==> src/rtl/tc_sched_pkg.sv <==
// Shared definitions for the tensor-core systolic array scheduler.
//   sched_state_e   : scheduler FSM states
//   TERMINAL_STEP   : push-unit step at which a 4x4 matmul is complete
//   DEF_DATA_STEPS  : default number of operand-consuming push steps
//   DEF_DRAIN_ROWS  : default number of result rows drained per matmul
package tc_sched_pkg;

  typedef enum logic [2:0] {
    ST_IDLE,
    ST_CLEAR,
    ST_RUN,
    ST_DRAIN,
    ST_ACK
  } sched_state_e;

  localparam int unsigned TERMINAL_STEP  = 10;
  localparam int unsigned STEP_W         = 4;
  localparam int unsigned DEF_DATA_STEPS = 7;
  localparam int unsigned DEF_DRAIN_ROWS = 4;

endpackage

==> src/rtl/systolic_array_scheduler_rr_arbiter.sv <==
// Round-robin arbiter (module rr_arbiter) for the systolic array scheduler.
// The search starts at ptr and wraps from NUM_WARPS-1 back to 0.
// Ports:
//   req       : per-warp request vector
//   ptr       : highest-priority warp index for this arbitration
//   gnt       : one-hot winner (all zero when req is zero)
//   gnt_id    : binary index of the winner
//   gnt_valid : a winner exists
module rr_arbiter #(
  parameter int unsigned NUM_WARPS = 4,
  localparam int unsigned IDW      = $clog2(NUM_WARPS)
) (
  input  logic [NUM_WARPS-1:0] req,
  input  logic [IDW-1:0]       ptr,
  output logic [NUM_WARPS-1:0] gnt,
  output logic [IDW-1:0]       gnt_id,
  output logic                 gnt_valid
);

  logic [IDW-1:0] sel;

  always_comb begin
    gnt       = '0;
    gnt_id    = '0;
    gnt_valid = 1'b0;
    sel       = '0;
    for (int unsigned off = 0; off < NUM_WARPS; off++) begin
      sel = IDW'((32'(ptr) + off) % NUM_WARPS);
      if (!gnt_valid && req[sel]) begin
        gnt_valid = 1'b1;
        gnt[sel]  = 1'b1;
        gnt_id    = sel;
      end
    end
  end

endmodule

==> src/rtl/systolic_array_scheduler.sv <==
// Systolic array scheduler: arbitrates warps for a shared 4x4 systolic array,
// sequences clear / run / drain / ack for each matmul.
// Optional feature macro: SCHED_PERF_CNT_EN adds perf_busy_cycles/perf_ops.
// Ports:
//   clk, reset_n     : clock, asynchronous active-low reset
//   req              : per-warp level requests
//   operand_valid    : owner's operands are valid this cycle
//   matmul_done      : push unit reached its terminal step
//   result_ready     : writeback accepts the offered drain row
//   grant, grant_id  : one-hot / binary owner of the array
//   array_clear      : one-cycle clear of push counter and accumulators
//   array_pause      : freezes push unit and array
//   drain_valid      : a result row is offered
//   drain_row        : index of the offered row
//   ack              : one-cycle completion pulse to the owner
//   busy             : scheduler not idle
//   perf_busy_cycles : (SCHED_PERF_CNT_EN) cycles with busy high, wrapping
//   perf_ops         : (SCHED_PERF_CNT_EN) ack pulses issued, wrapping
module systolic_array_scheduler
  import tc_sched_pkg::*;
#(
  parameter int unsigned NUM_WARPS  = 4,
  parameter int unsigned DATA_STEPS = tc_sched_pkg::DEF_DATA_STEPS,
  parameter int unsigned DRAIN_ROWS = tc_sched_pkg::DEF_DRAIN_ROWS,
  localparam int unsigned IDW       = $clog2(NUM_WARPS)
) (
  input  logic                 clk,
  input  logic                 reset_n,
  input  logic [NUM_WARPS-1:0] req,
  input  logic                 operand_valid,
  input  logic                 matmul_done,
  input  logic                 result_ready,
  output logic [NUM_WARPS-1:0] grant,
  output logic [IDW-1:0]       grant_id,
  output logic                 array_clear,
  output logic                 array_pause,
  output logic                 drain_valid,
  output logic [1:0]           drain_row,
  output logic [NUM_WARPS-1:0] ack,
  output logic                 busy
`ifdef SCHED_PERF_CNT_EN
  ,
  output logic [31:0]          perf_busy_cycles,
  output logic [15:0]          perf_ops
`endif
);

  sched_state_e         state_q, state_d;
  logic [NUM_WARPS-1:0] grant_q, grant_d;
  logic [IDW-1:0]       grant_id_q, grant_id_d;
  logic [IDW-1:0]       ptr_q, ptr_d;
  logic [STEP_W-1:0]    step_q, step_d;
  logic [1:0]           drain_row_q, drain_row_d;

  logic [NUM_WARPS-1:0] arb_gnt;
  logic [IDW-1:0]       arb_id;
  logic                 arb_valid;
  logic                 run_stall;

  rr_arbiter #(
    .NUM_WARPS(NUM_WARPS)
  ) u_arb (
    .req      (req),
    .ptr      (ptr_q),
    .gnt      (arb_gnt),
    .gnt_id   (arb_id),
    .gnt_valid(arb_valid)
  );

  // Operands are only needed for the first DATA_STEPS push steps; later
  // steps just propagate partial sums and never wait on the register file.
  assign run_stall = (32'(step_q) < DATA_STEPS) && !operand_valid;

  always_comb begin
    state_d     = state_q;
    grant_d     = grant_q;
    grant_id_d  = grant_id_q;
    ptr_d       = ptr_q;
    step_d      = step_q;
    drain_row_d = drain_row_q;
    array_clear = 1'b0;
    array_pause = 1'b1;
    drain_valid = 1'b0;
    ack         = '0;
    busy        = 1'b1;
    unique case (state_q)
      ST_IDLE: begin
        busy = 1'b0;
        if (arb_valid) begin
          grant_d    = arb_gnt;
          grant_id_d = arb_id;
          state_d    = ST_CLEAR;
        end
      end
      ST_CLEAR: begin
        array_clear = 1'b1;
        step_d      = '0;
        drain_row_d = '0;
        state_d     = ST_RUN;
      end
      ST_RUN: begin
        array_pause = run_stall;
        if (!run_stall && step_q != STEP_W'(TERMINAL_STEP)) begin
          step_d = step_q + STEP_W'(1);
        end
        if (matmul_done) begin
          state_d = ST_DRAIN;
        end
      end
      ST_DRAIN: begin
        drain_valid = 1'b1;
        if (result_ready) begin
          if (drain_row_q == 2'(DRAIN_ROWS - 1)) begin
            drain_row_d = '0;
            state_d     = ST_ACK;
          end else begin
            drain_row_d = drain_row_q + 2'd1;
          end
        end
      end
      ST_ACK: begin
        ack        = grant_q;
        grant_d    = '0;
        grant_id_d = '0;
        // The finished owner becomes lowest priority next time round.
        ptr_d      = IDW'((32'(grant_id_q) + 32'd1) % NUM_WARPS);
        state_d    = ST_IDLE;
      end
      default: begin
        state_d = ST_IDLE;
      end
    endcase
  end

  always_ff @(posedge clk or negedge reset_n) begin
    if (!reset_n) begin
      state_q     <= ST_IDLE;
      grant_q     <= '0;
      grant_id_q  <= '0;
      ptr_q       <= '0;
      step_q      <= '0;
      drain_row_q <= '0;
    end else begin
      state_q     <= state_d;
      grant_q     <= grant_d;
      grant_id_q  <= grant_id_d;
      ptr_q       <= ptr_d;
      step_q      <= step_d;
      drain_row_q <= drain_row_d;
    end
  end

  assign grant     = grant_q;
  assign grant_id  = grant_id_q;
  assign drain_row = drain_row_q;

`ifdef SCHED_PERF_CNT_EN
  logic [31:0] perf_busy_q, perf_busy_d;
  logic [15:0] perf_ops_q, perf_ops_d;

  always_comb begin
    perf_busy_d = perf_busy_q + 32'(busy);
    perf_ops_d  = perf_ops_q + 16'(|ack);
  end

  always_ff @(posedge clk or negedge reset_n) begin
    if (!reset_n) begin
      perf_busy_q <= '0;
      perf_ops_q  <= '0;
    end else begin
      perf_busy_q <= perf_busy_d;
      perf_ops_q  <= perf_ops_d;
    end
  end

  assign perf_busy_cycles = perf_busy_q;
  assign perf_ops         = perf_ops_q;
`endif

endmodule

==> config.mk <==
export PLATFORM = sky130hd
export DESIGN_NAME = systolic_array_scheduler
export DESIGN_NICKNAME = d
export VERILOG_FILES = /design/src/rtl/tc_sched_pkg.sv /design/src/rtl/systolic_array_scheduler_rr_arbiter.sv /design/src/rtl/systolic_array_scheduler.sv
export SDC_FILE = /design/constraint.sdc
export NUM_CORES = 1
export LEC_CHECK = 0
export ABC_AREA = 1
export CORE_MARGIN = 1.5
export CORE_UTILIZATION = 52
export CTS_CLUSTER_DIAMETER = 60
export CTS_CLUSTER_SIZE = 10
export DETAILED_ROUTE_END_ITERATION = 12
export PLACE_DENSITY_LB_ADDON = 0.12
export SYNTH_ARGS = -nofsm -noshare
export SYNTH_HDL_FRONTEND = slang
export SYNTH_HIERARCHICAL = 1
export SYNTH_SLANG_ARGS = --single-unit
==> constraint.sdc <==
create_clock -name clk -period 2.5 [get_ports clk]
set_clock_uncertainty 0.05 [all_clocks]
set_input_delay 0.5 -clock clk [delete_from_list [all_inputs] [get_ports clk]]
set_output_delay 0.5 -clock clk [all_outputs]
set_load 0.01 [all_outputs]
==> metrics.yaml, run 1 <==
crit_path_cell_trace: "inv_2 -> nor3_4 -> inv_2 -> nor2_1 -> clkdlybuf4s50_1"
cts_buffer_depth: 2
drive_above_1_share_pct: 16.7
antenna_left: 0
path_depth: 5
drt_first_pass_iters: 4
timing.critical_path.buf_inv: 3
synthCells: 199
fillers: 241
tritoncts: "built"
rsz0062_at_grt: "false"
maxSlewHeadroom_pct: 48.0
ys_types: 23
dp_hpwl_um: 2330
grt_max_degree: 18
holdPathEnd: "grant[0]"
fmax_ghz: 0.420
whs_ns: 0.463
grtUsageMet3_pct: 3.28
grt_overflow: 0
row_count: 18
hold_depth: 2
grt_pass1_wl_um: 5200
start_util_pct: 56.3
crit_type: "flop to primary output"
wl_per_cell_um: 11.6
wl_um: 2990
htreeDepth: 1
gp_congestion: 0.922
grtUsageMet2_pct: 32.7
crit_fanout: 8
syn_nets: 216
cts_root_buf: "clkbuf_4"
ios: 25
drcViolationCount: 0
final_common_cell: "nand2_1"
cpMaxStageDelayCell: "clkdlybuf4s50_1"
fp.dieH_um: 55.2
netlist_area_um2: 1420
crit_start: "state_q[2]"
fin_setup_tns_ns: 0
clkSlewWorstSetupHoldPaths_ns: 0.12
regArea_um2: 427
ys_seq_area_share_pct: 30.0
grt_pass1_vias: 1205
drv_cap: 0
cp-start-kind: "flop"
num_vias: 1368
endpoint_kind: "primary output"
leakage_nw: 0.883
path_common_cell: "inv_2"
cp_top_family: "buffers and inverters"
status: "finished clean"
multiInputGateArea_um2: 877
yosysWarnings: 6
worstMarginPinSlew_ns: 0.778
ys_ff_latch: 17
busiest_layer: "met2"
min_period_ns: 2.38
crit_required_ns: 1.95
worst_r2r_path_depth: 11
core-area_um2: 2520
utilization_pct: 68.6
ir_drop_v: 0.000893
power_w: 0.00210
vias_per_cell: 5.30
die-area_um2: 3050
worstSkewPairLatency_ns: 0.30
maxSlewViolCount: 0
reg2reg_to: "state_q[0]"
rr_startpoint: "ptr_q[0]"
fin_crit_sh_pct: 95.2
area_delta_synth_final_pct: 21.9
cp_slowest_stage_delay_ns: 0.54
postPlaceCellArea_um2: 1700
min_from: "grant[0]"
die_w_um: 55.2
port-buffer-count: 24
cts_hold_buf: 0
hold_viol_final: 0
rrSetupSlack_ns: 0.56
numClockSinks: 17
post_cts_buffers: 0
postCtsResizedCells: 0
avgSynthCellArea_um2: 7.13
cellPowerDensity_nw_per_um2: 1220
drt_iter0_drc: 41
cts_buffers: 3
worstPathArrival_ns: 1.83
final_nets: 246
grt_use_total_pct: 20.7
antenna_cells: 0
final_cell_mix: "57 x nand2_1, 26 x nand3_1, 24 x clkdlybuf4s50_1, 22 x inv_1, 16 x dfrtp_1"
hp-class: "flop to flop"
use_met1_pct: 29.4
setup_viol: 0
antenna_found_initial: 0
stdcell_area_um2: 1730
-- routing by layer --
layer	up-vias	share of wire, %
met5	-	0
li1	700	-
met1	618	49
met2	48	45
met3	2	5.6
met4	0	0.50
-- area by class of cell --
type	count	share of cell area, %
repair buffers	27	15.2
clock buffers	3	1.30
flip-flops and latches	17	24.7
inverters	26	5.64
multi-input cells	154	50.7
well taps	30	2.17
clock inverters	1	0.289
-- worst register-to-register path, stage by stage (launching register included) --
cell and delay, ns:
dfrtp_1 0.38, inv_2 0.11, ha_1 0.37, inv_1 0.10, nand2_1 0.09, nand2_2 0.06, nor2_4 0.08, nand4_1 0.08
inv_1 0.17, nand3_1 0.16, nand4_1 0.13, nand2_1 0.05
-- how the worst max path moves through the flow --
stage,end,slack [ns]
6_report,ack[2],0.12
5_1_grt,ack[1],0.02
4_1_cts,ack[2],0.07
3_5_place_dp,array_pause,0.30
3_3_place_gp,array_pause,0.31
2_1_floorplan,state_q[0],0.39
-- sequential cells by signal, summed over array words and instances, names as in the netlist --
signal and cells:
drain_row 2, grant 4, grant_id 2, ptr_q 2, state_q 3, step_q 4
-- power breakdown --
group          switching (W)  internal (W)  total [W]  leakage [nW]
clock              0.0000952     0.0000595   0.000155        0.0177
sequential          0.000116      0.000373   0.000490         0.222
combinational       0.000897      0.000561    0.00146         0.644
total                0.00111      0.000994    0.00210         0.883
-- cell families (layout without fill, tap and decap cells) --
group,count (synthesis),in the layout,synth area share (%)
XOR/XNOR,1,1,0.617
buffers and inverters,28,57,8.20
flip-flops,17,17,30.0
AO/OA/AOI/OAI,14,14,5.91
adder cells (fa/ha/maj),8,8,7.05
AND/OR/NAND/NOR,131,131,48.2
-- cell usage after synthesis, drive strengths merged --
cell	n	area, um2
nand2	70	305
nand3	31	188
inv	26	97.6
nor2	20	119
dfrtp	17	425
nand4	9	56.3
ha	8	100
a21oi	7	35.0
a21boi	4	30.0
o21ai	3	18.8
buf	2	18.8
nor3	1	16.3
xnor2	1	8.76
-- through the flow --
step	setup WS [ns]	instances
global placement	0.311	254
global route	0.0217	258
finish	0.119	258
CTS	0.0662	258
floorplan	0.390	199
detailed placement	0.297	254
(Power assumes the default switching activity.)
==> inputs of run 2 (changes only) <==
--- a/config.mk
+++ b/config.mk
@@ -5,9 +5,8 @@
 export SDC_FILE = /design/constraint.sdc
 export NUM_CORES = 1
 export LEC_CHECK = 0
-export ABC_AREA = 1
 export CORE_MARGIN = 1.5
-export CORE_UTILIZATION = 52
+export CORE_UTILIZATION = 53
 export CTS_CLUSTER_DIAMETER = 60
 export CTS_CLUSTER_SIZE = 10
 export DETAILED_ROUTE_END_ITERATION = 12
==> run 2 against run 1 <==
Non-clock buffer count rose by 14. Via count did not move. Die area rose by 0.60%. Flip-flop and latch count did not move. Largest power group unchanged. Combinational power fell by 32%. Setup slack improved by 0.0090 ns.
==> metrics.yaml, run 2 <==
status: "finished clean"  # unchanged
hp-class: "input pin to asynchronous set/reset pin"  # was flop to flop
drv_cap: 0  # unchanged
yosysWarnings: 6  # unchanged
vias_per_cell: 6.19  # was 5.30
synthArstFlopShare_pct: 100  # unchanged
grt_max_degree: 18  # unchanged
gp_congestion: 0.836  # was 0.922
route.met3.wl_um: 137  # was 169 um
place_inst: 215  # was 254
ys_seq_area_share_pct: 29.2  # was 30.0%
fin_crit_sh_pct: 94.9  # was 95.2%
cts_hold_buf: 0  # unchanged
grt_use_total_pct: 20.6  # was 20.7%
ys_ff_latch: 17  # unchanged
final_nets: 209  # was 246
grt_pass1_vias: 1219  # was 1205
cts_buffers: 3  # unchanged
crit_type: "flop to primary output"  # unchanged
num_vias: 1368  # unchanged
synth_top_cells_by_area: "dfrtp_1 29%, ha_1 6.9%, o21ai_0 5.2%"  # was dfrtp_1 30%, nand2_1 15%, nand3_1 9.2%
fin_cells: 221  # was 258
hold_viol_final: 0  # unchanged
netlist.area_leader.share_pct: 29.2  # was 30.0%
worstSkewPairLatency_ns: 0.30  # about the same
area_delta_synth_final_pct: 25.2  # was 21.9%
wl_met2_um: 1550  # was 1350 um
cts_buffer_depth: 2  # unchanged
antenna_found_initial: 0  # unchanged
wl_per_cell_um: 14.3  # was 11.6 um
ios: 25  # unchanged
die-area_um2: 3070  # was 3050 um2
antenna_left: 0  # unchanged
leakage_nw: 0.759  # was 0.883 nW
cts_root_buf: "clkbuf_4"  # unchanged
final_cell_mix: "23 x clkdlybuf4s50_1, 17 x buf_4, 15 x o21ai_0, 15 x dfrtp_1, 9 x nand2_1"  # was 57 x nand2_1, 26 x nand3_1, 24 x clkdlybuf4s50_1, 22 x inv_1, 16 x dfrtp_1
synth_edf_count: 0  # unchanged
setup_viol: 0  # unchanged
synth-main-ff-cell: "dfrtp_1"  # unchanged
yosys-top-cells-count: "17 x dfrtp_1, 15 x o21ai_0, 9 x nand2_1, 8 x a22oi_1, 8 x ha_1"  # was 57 x nand2_1, 26 x nand3_1, 22 x inv_1, 17 x dfrtp_1, 14 x nor2_1
tritoncts: "built"  # unchanged
yosys.area.top_type: "dfrtp_1"  # unchanged
synth.most_common_cell: "dfrtp_1"  # was nand2_1
avgSynthCellArea_um2: 9.27  # was 7.13 um2
row_count: 18  # unchanged
core-area_um2: 2540  # was 2520 um2
clkSlewWorstSetupHoldPaths_ns: 0.11  # was 0.12 ns
top_layer: "met3"  # was met4
cellPowerDensity_nw_per_um2: 932  # was 1220 nW/um2
start_util_pct: 57.2  # was 56.3%
port-buffer-count: 24  # unchanged
grt_pass1_wl_um: 5290  # was 5200 um
drt_first_pass_iters: 4  # unchanged
htreeDepth: 1  # unchanged
crit_fanout: 11  # was 8
wl_um: 3150  # was 2990 um
synthCells: 157  # was 199
worstMarginPinSlew_ns: 0.543  # was 0.778 ns
drt_iter0_drc: 34  # was 41
drcViolationCount: 0  # unchanged
netlist_area_um2: 1460  # was 1420 um2
maxSlewHeadroom_pct: 63.6  # was 48.0%
fp.dieH_um: 55.4  # was 55.2 um
worstPathArrival_ns: 1.82  # was 1.83 ns
ir_drop_v: 0.000710  # was 0.000893 V
final_common_cell: "clkdlybuf4s50_1"  # was nand2_1
crit_required_ns: 1.95  # about the same
numClockSinks: 17  # unchanged
endpoint_kind: "primary output"  # unchanged
grt_overflow: 0  # unchanged
drive_above_1_share_pct: 17.3  # was 16.7%
dp_hpwl_um: 2350  # was 2330 um
syn_nets: 174  # was 216
met1_length_um: 1470  # was 1460 um
fmax_ghz: 0.422  # was 0.420 GHz
maxSlewViolCount: 0  # unchanged
ys_types: 49  # was 23
min_period_ns: 2.37  # was 2.38 ns
whs_ns: 0.457  # was 0.463 ns
antenna_cells: 0  # unchanged
fillers: 210  # was 241
die_w_um: 55.4  # was 55.2 um
rsz0062_at_grt: "false"  # unchanged
cp-start-kind: "flop"  # unchanged
## run 2: cell types whose count changed in the layout (fill, tap and decap cells not counted), moves of 11 or more
cell / previous run / this run
o21ai_0: 0 / 15
inv_1: 22 / 6
nand3_1: 26 / 6
buf_4: 3 / 17
nand2_1: 57 / 9
nand2_2: 11 / 0
## run 2: final timing paths
kind                            start           to  slack (ns)  depth (start not counted)
max                        state_q[1]  drain_valid        0.13                          3
min                           reset_n    step_q[2]        0.46                          2
max reg2reg                  ptr_q[1]     grant[1]        0.24                          9
min reg2reg                  grant[3]     grant[3]        0.48                          2
max in group asynchronous     reset_n    step_q[0]        1.74                          2
min in group clk             grant[3]     grant[3]        0.48                          2
## run 2: kinds of logic (layout without fill, tap and decap cells)
family,Yosys count,after routing,synth area share (%)
multiplexers,7,7,8.86
AND/OR/NAND/NOR,60,60,26.7
flip-flops,17,17,29.2
buffers and inverters,17,51,6.45
XOR/XNOR,1,1,0.602
AO/OA/AOI/OAI,47,47,21.3
adder cells (fa/ha/maj),8,8,6.88
## run 2: metrics by stage
step	worst slack [ns]	instance area (um2)	total power, W	setup TNS [ns]	utilization, %
CTS	0.0199	1820	0.00170	0	71.4
global placement	-0.0136	1770	0.00148	-0.0268	69.7
floorplan	0.109	1460	0.00117	0	-
detailed placement	-0.107	1770	0.00153	-0.541	69.7
global route	0.0431	1820	0.00183	0	71.6
finish	0.128	1820	0.00170	0	71.6
## run 2: report_power, final
part	internal, W	total (W)	leakage [nW]	switching (W)
combinational	0.000535	0.000993	0.540	0.000458
sequential	0.000389	0.000552	0.202	0.000163
clock	0.0000596	0.000154	0.0177	0.0000943
total	0.000983	0.00170	0.759	0.000715
## run 2: layout make-up
cell class	instances	area (um2)	area share [%]
Tap cell	30	37.5	2.06
Timing Repair Buffer	41	370	20.3
Clock inverter	1	5.00	0.275
Inverter	6	22.5	1.24
Clock buffer	3	22.5	1.24
Sequential cell	17	428	23.5
Multi-Input combinational cell	123	936	51.4
## run 2: what timing repair did
item                                    in CTS  in global routing
resized for setup                            1                  2
buffers inserted                             2                  0
pin swaps                                    0                  0
endpoints found under the setup margin       1                  2
## run 2: layer usage
metal  track usage [%]  vias to the layer above
met5                 0                        -
met4              4.53                        0
met2              33.5                       37
met1              27.9                      667
li1                  -                      664
met3              4.92                        0
## run 2: critical path, stage by stage (launching register included)
cell and delay, ns:
dfrtp_1 0.60, and2b_4 0.25, and2_1 0.14, clkdlybuf4s50_1 0.53
==> inputs of run 3 (changes only) <==
--- a/config.mk
+++ b/config.mk
@@ -10,6 +10,7 @@
 export CTS_CLUSTER_DIAMETER = 60
 export CTS_CLUSTER_SIZE = 10
 export DETAILED_ROUTE_END_ITERATION = 12
+export GPL_TIMING_DRIVEN = 0
 export PLACE_DENSITY_LB_ADDON = 0.12
 export SYNTH_ARGS = -nofsm -noshare
 export SYNTH_HDL_FRONTEND = slang
==> constraint.sdc (replaced) <==
create_clock -name clk -period 2.7 [get_ports clk]
set_clock_uncertainty 0.05 [all_clocks]
set_input_delay 0.27 -clock clk [delete_from_list [all_inputs] [get_ports clk]]
set_output_delay 0.27 -clock clk [all_outputs]
set_load 0.01 [all_outputs]
==> run 3 against run 2 <==
Via count shrank 0.66%. Clock power shrank 8%. Non-clock buffer count shrank 5. First-iteration DRC count grew 8.8%. Setup slack gained 0.043 ns. Critical path depth grew 8. Global-route usage grew 1.9 points. Combinational power shrank 6.8%. Design area shrank 2.5%. Routed wire length grew 4.4%.
==> metrics.yaml, run 3 (same netlist as run 2, synthesis figures left out) <==
drt_first_pass_iters: 4  # unchanged
intPower_w: 0.000888  # was 0.000983 W
clkSlewWorstSetupHoldPaths_ns: 0.10  # was 0.11 ns
stdcell_area_um2: 1780  # was 1820 um2
dp_hpwl_um: 2420  # was 2350 um
num_vias: 1359  # was 1368
numClockSinks: 17  # unchanged
drcViolationCount: 0  # unchanged
antenna_left: 0  # unchanged
power.switching_w: 0.000672  # was 0.000715 W
fin_setup_tns_ns: 0  # unchanged
fin_crit_sh_pct: 93.7
grt_pass1_vias: 1272  # was 1219
fp.dieH_um: 55.4  # unchanged
cp_top_family: "buffers and inverters"  # was flip-flops
tritoncts: "built"  # unchanged
crit_required_ns: 2.87  # was 1.95 ns
htreeDepth: 1  # unchanged
cellPowerDensity_nw_per_um2: 878  # was 932 nW/um2
worstSkewPairLatency_ns: 0.30  # about the same
row_count: 18  # unchanged
port-buffer-count: 24  # unchanged
ir_drop_v: 0.000657  # was 0.000710 V
cp_slowest_stage_delay_ns: 0.43  # was 0.60 ns
postPlaceCellArea_um2: 1730  # was 1770 um2
wl_per_cell_um: 15.2  # was 14.3 um
maxSlewViolCount: 0  # unchanged
crit_type: "flop to flop"  # was flop to primary output
final_common_cell: "clkdlybuf4s50_1"  # unchanged
cts_buffer_depth: 2  # unchanged
start_util_pct: 57.2  # unchanged
maxSlewHeadroom_pct: 48.4  # was 63.6%
endpoint_kind: "flop"  # was primary output
vias_per_cell: 6.29  # was 6.19
rsz0062_at_grt: "false"  # unchanged
hp-class: "input pin to asynchronous set/reset pin"  # unchanged
timing.critical_path.buf_inv: 4  # was 1
pwr-share-comb_pct: 59.3  # was 58.4%
cts_root_buf: "clkbuf_4"  # unchanged
leakage_nw: 0.719  # was 0.759 nW
fillers: 201  # was 210
p_clk_share_pct: 9.0  # was 9.1%
crit_path_cell_trace: "buf_6 -> inv_1 -> ha_1 -> mux4_2 -> buf_6 -> nor4b_4 -> buf_4 -> a22oi_1 -> o21ai_0 -> a31oi_1 -> o21ai_0"  # was and2b_4 -> and2_1 -> clkdlybuf4s50_1
worstMarginPinSlew_ns: 0.772  # was 0.543 ns
min_period_ns: 2.53
antenna_found_initial: 0  # unchanged
wl_um: 3290  # was 3150 um
seq_power_share_pct: 31.7  # was 32.5%
status: "finished clean"  # unchanged
gp_congestion: 0.815  # was 0.836
grt_use_total_pct: 22.5  # was 20.6%
final_nets: 204  # was 209
area_delta_synth_final_pct: 22.0  # was 25.2%
antenna_cells: 0  # unchanged
die_w_um: 55.4  # unchanged
core-area_um2: 2540  # unchanged
drt_iter0_drc: 37  # was 34
cts_buffers: 3  # unchanged
swShare_pct: 43.1  # was 42.1%
grt_pass1_wl_um: 5660  # was 5290 um
crit_fanout: 10  # was 11
drive_above_1_share_pct: 14.5  # was 17.3%
cp-start-kind: "flop"  # unchanged
drv_cap: 0  # unchanged
hold_viol_final: 0  # unchanged
cpMaxStageDelayCell: "dfrtp_2"  # was dfrtp_1
grt_max_degree: 18  # unchanged
die-area_um2: 3070  # unchanged
ios: 25  # unchanged
setup_viol: 0  # unchanged
worstPathArrival_ns: 2.70  # was 1.82 ns
final_cell_mix: "24 x clkdlybuf4s50_1, 15 x o21ai_0, 15 x dfrtp_1, 9 x nand2_1"  # was 23 x clkdlybuf4s50_1, 17 x buf_4, 15 x o21ai_0, 15 x dfrtp_1, 9 x nand2_1
fmax_ghz: 0.395
grt_overflow: 0  # unchanged
==> run 3: worst paths after layout <==
| kind | slack, ns | cells past startpoint | to | startpoint |
|---|---|---|---|---|
| max | 0.17 | 11 | grant[1] | ptr_q[0] |
| min | 0.36 | 1 | grant_id[0] | reset_n |
| max reg2reg | 0.17 | 11 | grant[1] | ptr_q[0] |
| min reg2reg | 0.50 | 2 | grant[0] | grant[0] |
| max in group asynchronous | 1.71 | 1 | ptr_q[1] | reset_n |
| min in group clk | 0.50 | 2 | grant[0] | grant[0] |
==> run 3: power by group through the flow <==
stage	sequential, W	combinational, W	clock [W]
final	0.000494	0.000925	0.000141
after global routing	0.000511	0.00101	0.000157
after CTS	0.000488	0.000920	0.000145
after detailed placement	0.000493	0.000915	0
after global placement	0.000484	0.000881	0
after floorplan	0.000491	0.000592	0
==> run 3: repair_timing <==
action                     CTS  global route
hold buffers                 0             0
gates resized for setup      0             3
setup buffers                0             1
setup endpoints to repair    0             6
==> run 3: through the flow <==
stage          total power (W)  hold WS [ns]  utilization, %  std cells  setup WS, ns
2_1_floorplan          0.00108       -0.0756               -        157         0.309
3_3_place_gp           0.00136         0.447            68.1        211         0.105
3_5_place_dp           0.00141         0.469            68.1        211        0.0558
4_1_cts                0.00155         0.375            69.2        215        0.0310
5_1_grt                0.00168         0.419            69.8        216        0.0187
6_report               0.00156         0.360            69.8        216         0.171
==> run 3: layer usage <==
metal | wire (um) | global-route usage (%) | up-vias
li1 | - | - | 654
met1 | 1550 | 29.8 | 664
met2 | 1560 | 36.2 | 36
met3 | 153 | 6.32 | 5
met4 | 27 | 5.92 | 0
met5 | 0 | 0 | -
==> run 3: area by class of cell <==
class                           instances  area, um2  share of cell area (%)
Sequential cell                        17        428                    24.1
Tap cell                               30       37.5                    2.11
Multi-Input combinational cell        123        941                    53.0
Timing Repair Buffer                   25        248                    14.0
Inverter                                6       22.5                    1.27
Clock inverter                          1       5.00                   0.282
Clock buffer                            3       22.5                    1.27
Buffer                                 11       71.3                    4.02
==> RTL change 1, RTL diff (flow settings as in run 1) <==
The option `SCHED_PERF_CNT_EN` is turned on by a define.
--- a/src/rtl/systolic_array_scheduler.sv
+++ b/src/rtl/systolic_array_scheduler.sv
@@ -16,6 +16,8 @@
 //   busy             : scheduler not idle
 //   perf_busy_cycles : (SCHED_PERF_CNT_EN) cycles with busy high, wrapping
 //   perf_ops         : (SCHED_PERF_CNT_EN) ack pulses issued, wrapping
+`define SCHED_PERF_CNT_EN
+
 module systolic_array_scheduler
   import tc_sched_pkg::*;
 #(
Function (old outputs only; new: perf_busy_cycles and perf_ops): kept (Yosys induction, for registers that start in step).
==> RTL change 1 against run 1 <==
Routed wire length rose to 2.9 times the old value; power up 100%; critical path depth down 1; hold slack got worse by 0.36 ns; sequential power rose to 3.0 times the old value; count of clock-buffer cells in the layout rose by 8; sequential cell count up 48; final area increased to 2.9 times the old value; setup slack got worse by 0.036 ns; area after synthesis rose to 2.7 times the old value; synthesized cell count grew to 2.6 times the old value; register-to-register slack got worse by 0.26 ns; critical path type unchanged; largest cell class unchanged; largest power group unchanged; highest routed layer unchanged.
==> RTL change 1: results (changes against run 1) <==
outcome:
  outcome: "finished clean"
pwr:
  p_leak_nw: 2.32  # +160%
  ir_drop_v: 0.000769  # -14%
synth:
  synth_cell_type_count: 27  # +17%
  synth_xor_area_share_pct: 5.63  # +5.0 points
  synth.top_cells.by_count: "nand2_1 (170), dfrtp_1 (65), inv_1 (55), nor2_1 (54), nand3_1 (38)"
  synth.area.top_cells: "dfrtp_1 (42%), nand2_1 (16%), inv_1 (5.3%)"
  syn_nets: 530  # +150%
routing:
  routed_wl_mm: 8.61  # +190%
  m1WireLength_mm: 4.08  # +180%
  via_count: 3489  # +160%
  drt-initial-drc-count: 157  # +280%
  route.met3.wl_um: 465  # +180%
finish:
  drive_above_1_share_pct: 9.40  # -7.3 points
  instances_no_fill: 695  # +170%
  fillers: 629  # +160%
  nets: 615  # +150%
global_route:
  grt_util_all_layers_pct: 22.7  # +2.0 points
  grt_use_met2_pct: 36.1  # +3.4 points
  grt_pass1_vias: 3157  # +160%
sta:
  maxSlewHeadroom_pct: 61.6  # +14 points
  timing.hold.ws_ns: 0.0978  # -0.365 ns
place:
  dpl_cell_area_um2: 4750  # +180%
  dp.cells: 681  # +170%
  io_buffers: 72  # +200%
  place_ws_ns: 0.203  # -0.0938 ns
setup_path:
  r2r-end: "perf_ops[8]$_DFF_PN0_"
  r2r_start: "state_q[0]$_DFFE_PN0P_"
  r2r_cells: 9  # -2
  cp_max_fo: 9  # +1
cts:
  cts_made_buffers: 9  # +6
  ctsResizeCount: 1  # +1
  h-tree-depth: 3  # +2
  path_clk_slew_ns: 0.07  # -0.05 ns
-- RTL change 1: cell types whose count changed in the layout (fill, tap and decap cells not counted), sizes merged, moves of 8 or more --
cell	delta
xnor2	+10
dfrtp	+48
nand2	+113
nand3b	+9
nor2	+50
inv	+32
clkbuf	+8
nand3	+10
o21ai	+8
clkdlybuf4s50	+47
xor2	+14
-- RTL change 1: area by class of cell --
type | instances | area share, %
inverter | 58 | 4.37
sequential | 65 | 32.7
timing repair buffer | 75 | 15.1
multi-input combinational | 384 | 41.0
clock buffer | 11 | 3.04
clock inverter | 3 | 1.31
tap | 99 | 2.49
-- RTL change 1: how the worst max path moves through the flow --
stage	slack, ns	end	cells after the start
6_report	0.08	ack[1]	4
5_1_grt	0.006	ack[1]	4
4_1_cts	0.05	ack[1]	4
3_5_place_dp	0.20	perf_ops[8]$_DFF_PN0_	9
3_3_place_gp	0.26	perf_ops[8]$_DFF_PN0_	9
2_1_floorplan	0.43	perf_ops[8]$_DFF_PN0_	9
==> RTL change 2, RTL diff (flow settings as in run 1) <==
Made on the original files. Re-encode `sched_state_e` (5 states) as one-hot, 5 bits wide.
--- a/src/rtl/tc_sched_pkg.sv
+++ b/src/rtl/tc_sched_pkg.sv
@@ -5,12 +5,12 @@
 //   DEF_DRAIN_ROWS  : default number of result rows drained per matmul
 package tc_sched_pkg;
 
-  typedef enum logic [2:0] {
-    ST_IDLE,
-    ST_CLEAR,
-    ST_RUN,
-    ST_DRAIN,
-    ST_ACK
+  typedef enum logic [4:0] {
+    ST_IDLE  = 5'b00001,
+    ST_CLEAR = 5'b00010,
+    ST_RUN   = 5'b00100,
+    ST_DRAIN = 5'b01000,
+    ST_ACK   = 5'b10000
   } sched_state_e;
 
   localparam int unsigned TERMINAL_STEP  = 10;
Formal check against the unedited RTL: same outputs for any inputs over 10 cycles, from zero or initial values and one cycle with reset_n low; not proved beyond that.
==> RTL change 2 against run 1 <==
Routed wire length is 9.5% higher; critical path type unchanged; sequential power about the same; fmax increased by 2.6%; power down 19%; area after synthesis is 3.4% higher; highest routed layer unchanged; setup slack better by 0.061 ns; final area increased by 4.5%; sequential cell count rose by 2; critical endpoint is now ack[1]; combinational power is 28% lower; global-route usage is 1.4 points higher.
==> RTL change 2: results (changes against run 1) <==
outcome:
  outcome: "finished clean"
finish:
  instances_no_fill: 262  # +1.6%
  drive_above_1_share_pct: 15.6  # -1.1 points
  seq_area_um2: 477  # +12%
  fillers: 244  # +1.2%
  nets: 249  # +1.2%
place:
  hpwl_mm: 2.55  # +9.6%
  place_ws_ns: 0.283  # -0.0145 ns
  gp_congestion: 0.850  # -7.8%
  io_buffers: 24  # unchanged
  dpl_cell_area_um2: 1770  # +3.9%
sta:
  timing.hold.ws_ns: 0.480  # +0.0177 ns
  finalCriticalPeriod_ns: 2.32  # -0.0611 ns
  maxSlewHeadroom_pct: 73.7  # +26 points
routing:
  vias_per_cell: 5.53  # +4.3%
  drt-initial-drc-count: 72  # +76%
  wire_per_inst_um: 12.5  # +7.8%
hold_path:
  hold_class: "input pin to asynchronous set/reset pin"
global_route:
  grt_pass1_wl_mm: 5.68  # +9.2%
  met3_usage_pct: 2.79  # -0.49 points
  grt_util_all_layers_pct: 22.1  # +1.4 points
  grt_max_degree: 20  # +2
  met1_usage_pct: 25.8  # -3.6 points
  grt_use_met2_pct: 41.8  # +9.2 points
  grt_pass1_vias: 1406  # +17%
setup_path:
  crit_slowest_cell: "clkdlybuf4s50_1"
  ff2ff_setup_slack_ns: 0.57
  cp_max_fo: 11  # +3
  r2r-end: "grant[1]$_DFFE_PN0P_"
  worstPathArrival_ns: 1.77  # -0.06 ns
  r2r_cells: 10  # -1
synth:
  synth.top_cells.by_count: "nand2_1 (51), nand3_1 (28), inv_1 (25), dfrtp_1 (18), nor2_1 (11)"
  synth.area.top_cells: "dfrtp_1 (31%), nand2_1 (13%), nand3_1 (9.6%)"
  synth_cell_type_count: 25  # +8.7%
  ys_seq_area_share_pct: 32.5  # +2.5 points
  syn_area_per_cell_um2: 7.33  # +2.8%
  syn_nets: 217  # +0.46%
cts:
  clock_latency_ns: 0.30  # about the same
  cts_made_buffers: 3  # unchanged
pwr:
  ir_drop_v: 0.000794  # -11%
  p_leak_nw: 0.901  # +2.0%
die:
  row_count: 19  # +1
==> RTL change 2: how the worst max path moves through the flow <==
stage	start	to	depth (start not counted)
final	state_q[1]$_DFFE_PN0P_	ack[1]	4
after global routing	state_q[2]$_DFFE_PN0P_	ack[2]	4
after CTS	state_q[2]$_DFFE_PN0P_	ack[1]	4
after detailed placement	state_q[1]$_DFFE_PN0P_	ack[1]	4
after global placement	operand_valid	array_pause	5
after floorplan	ptr_q[0]$_DFFE_PN0P_	grant[3]$_DFFE_PN0P_	12
==> RTL change 2: layout make-up <==
type,count,share of cell area [%]
multi-input combinational,150,48.5
sequential,19,26.4
inverter,29,6.09
clock inverter,1,0.277
tap,31,2.15
timing repair buffer,29,15.4
clock buffer,3,1.25
==> RTL change 2: metal layers <==
metal | up-vias | routed length [um]
met5 | - | 0
met4 | 0 | 36
met3 | 8 | 101
met2 | 41 | 1750
met1 | 687 | 1390
li1 | 713 | -
==> RTL change 2: logic make-up after synthesis <==
family                   count (synthesis)  share of synthesized area (%)
buffers and inverters                   31                           8.62
XOR/XNOR                                 1                          0.597
AO/OA/AOI/OAI                           20                           7.68
adder cells (fa/ha/maj)                  8                           6.83
AND/OR/NAND/NOR                        121                           43.8
flip-flops                              19                           32.5
==> RTL change 2: report_power, final <==
part	internal (mW)	switching, mW
sequential	0.402	0.0885
clock	0.0595	0.0960
combinational	0.403	0.645
==> RTL change 2: worst reg2reg max path: stages, from the launching register on <==
cell	delay, ns
dfrtp_1	0.40
inv_2	0.11
ha_1	0.37
inv_1	0.10
nand3_1	0.09
nand2_1	0.05
nor2_1	0.32
a21oi_1	0.13
nand3_1	0.12
nand2_1	0.06
o21ai_1	0.07
==> RTL change 2: repair_timing <==
item                                    CTS  global route
gates resized for setup                   1             1
buffers inserted                          0             0
endpoints found under the setup margin    4             4
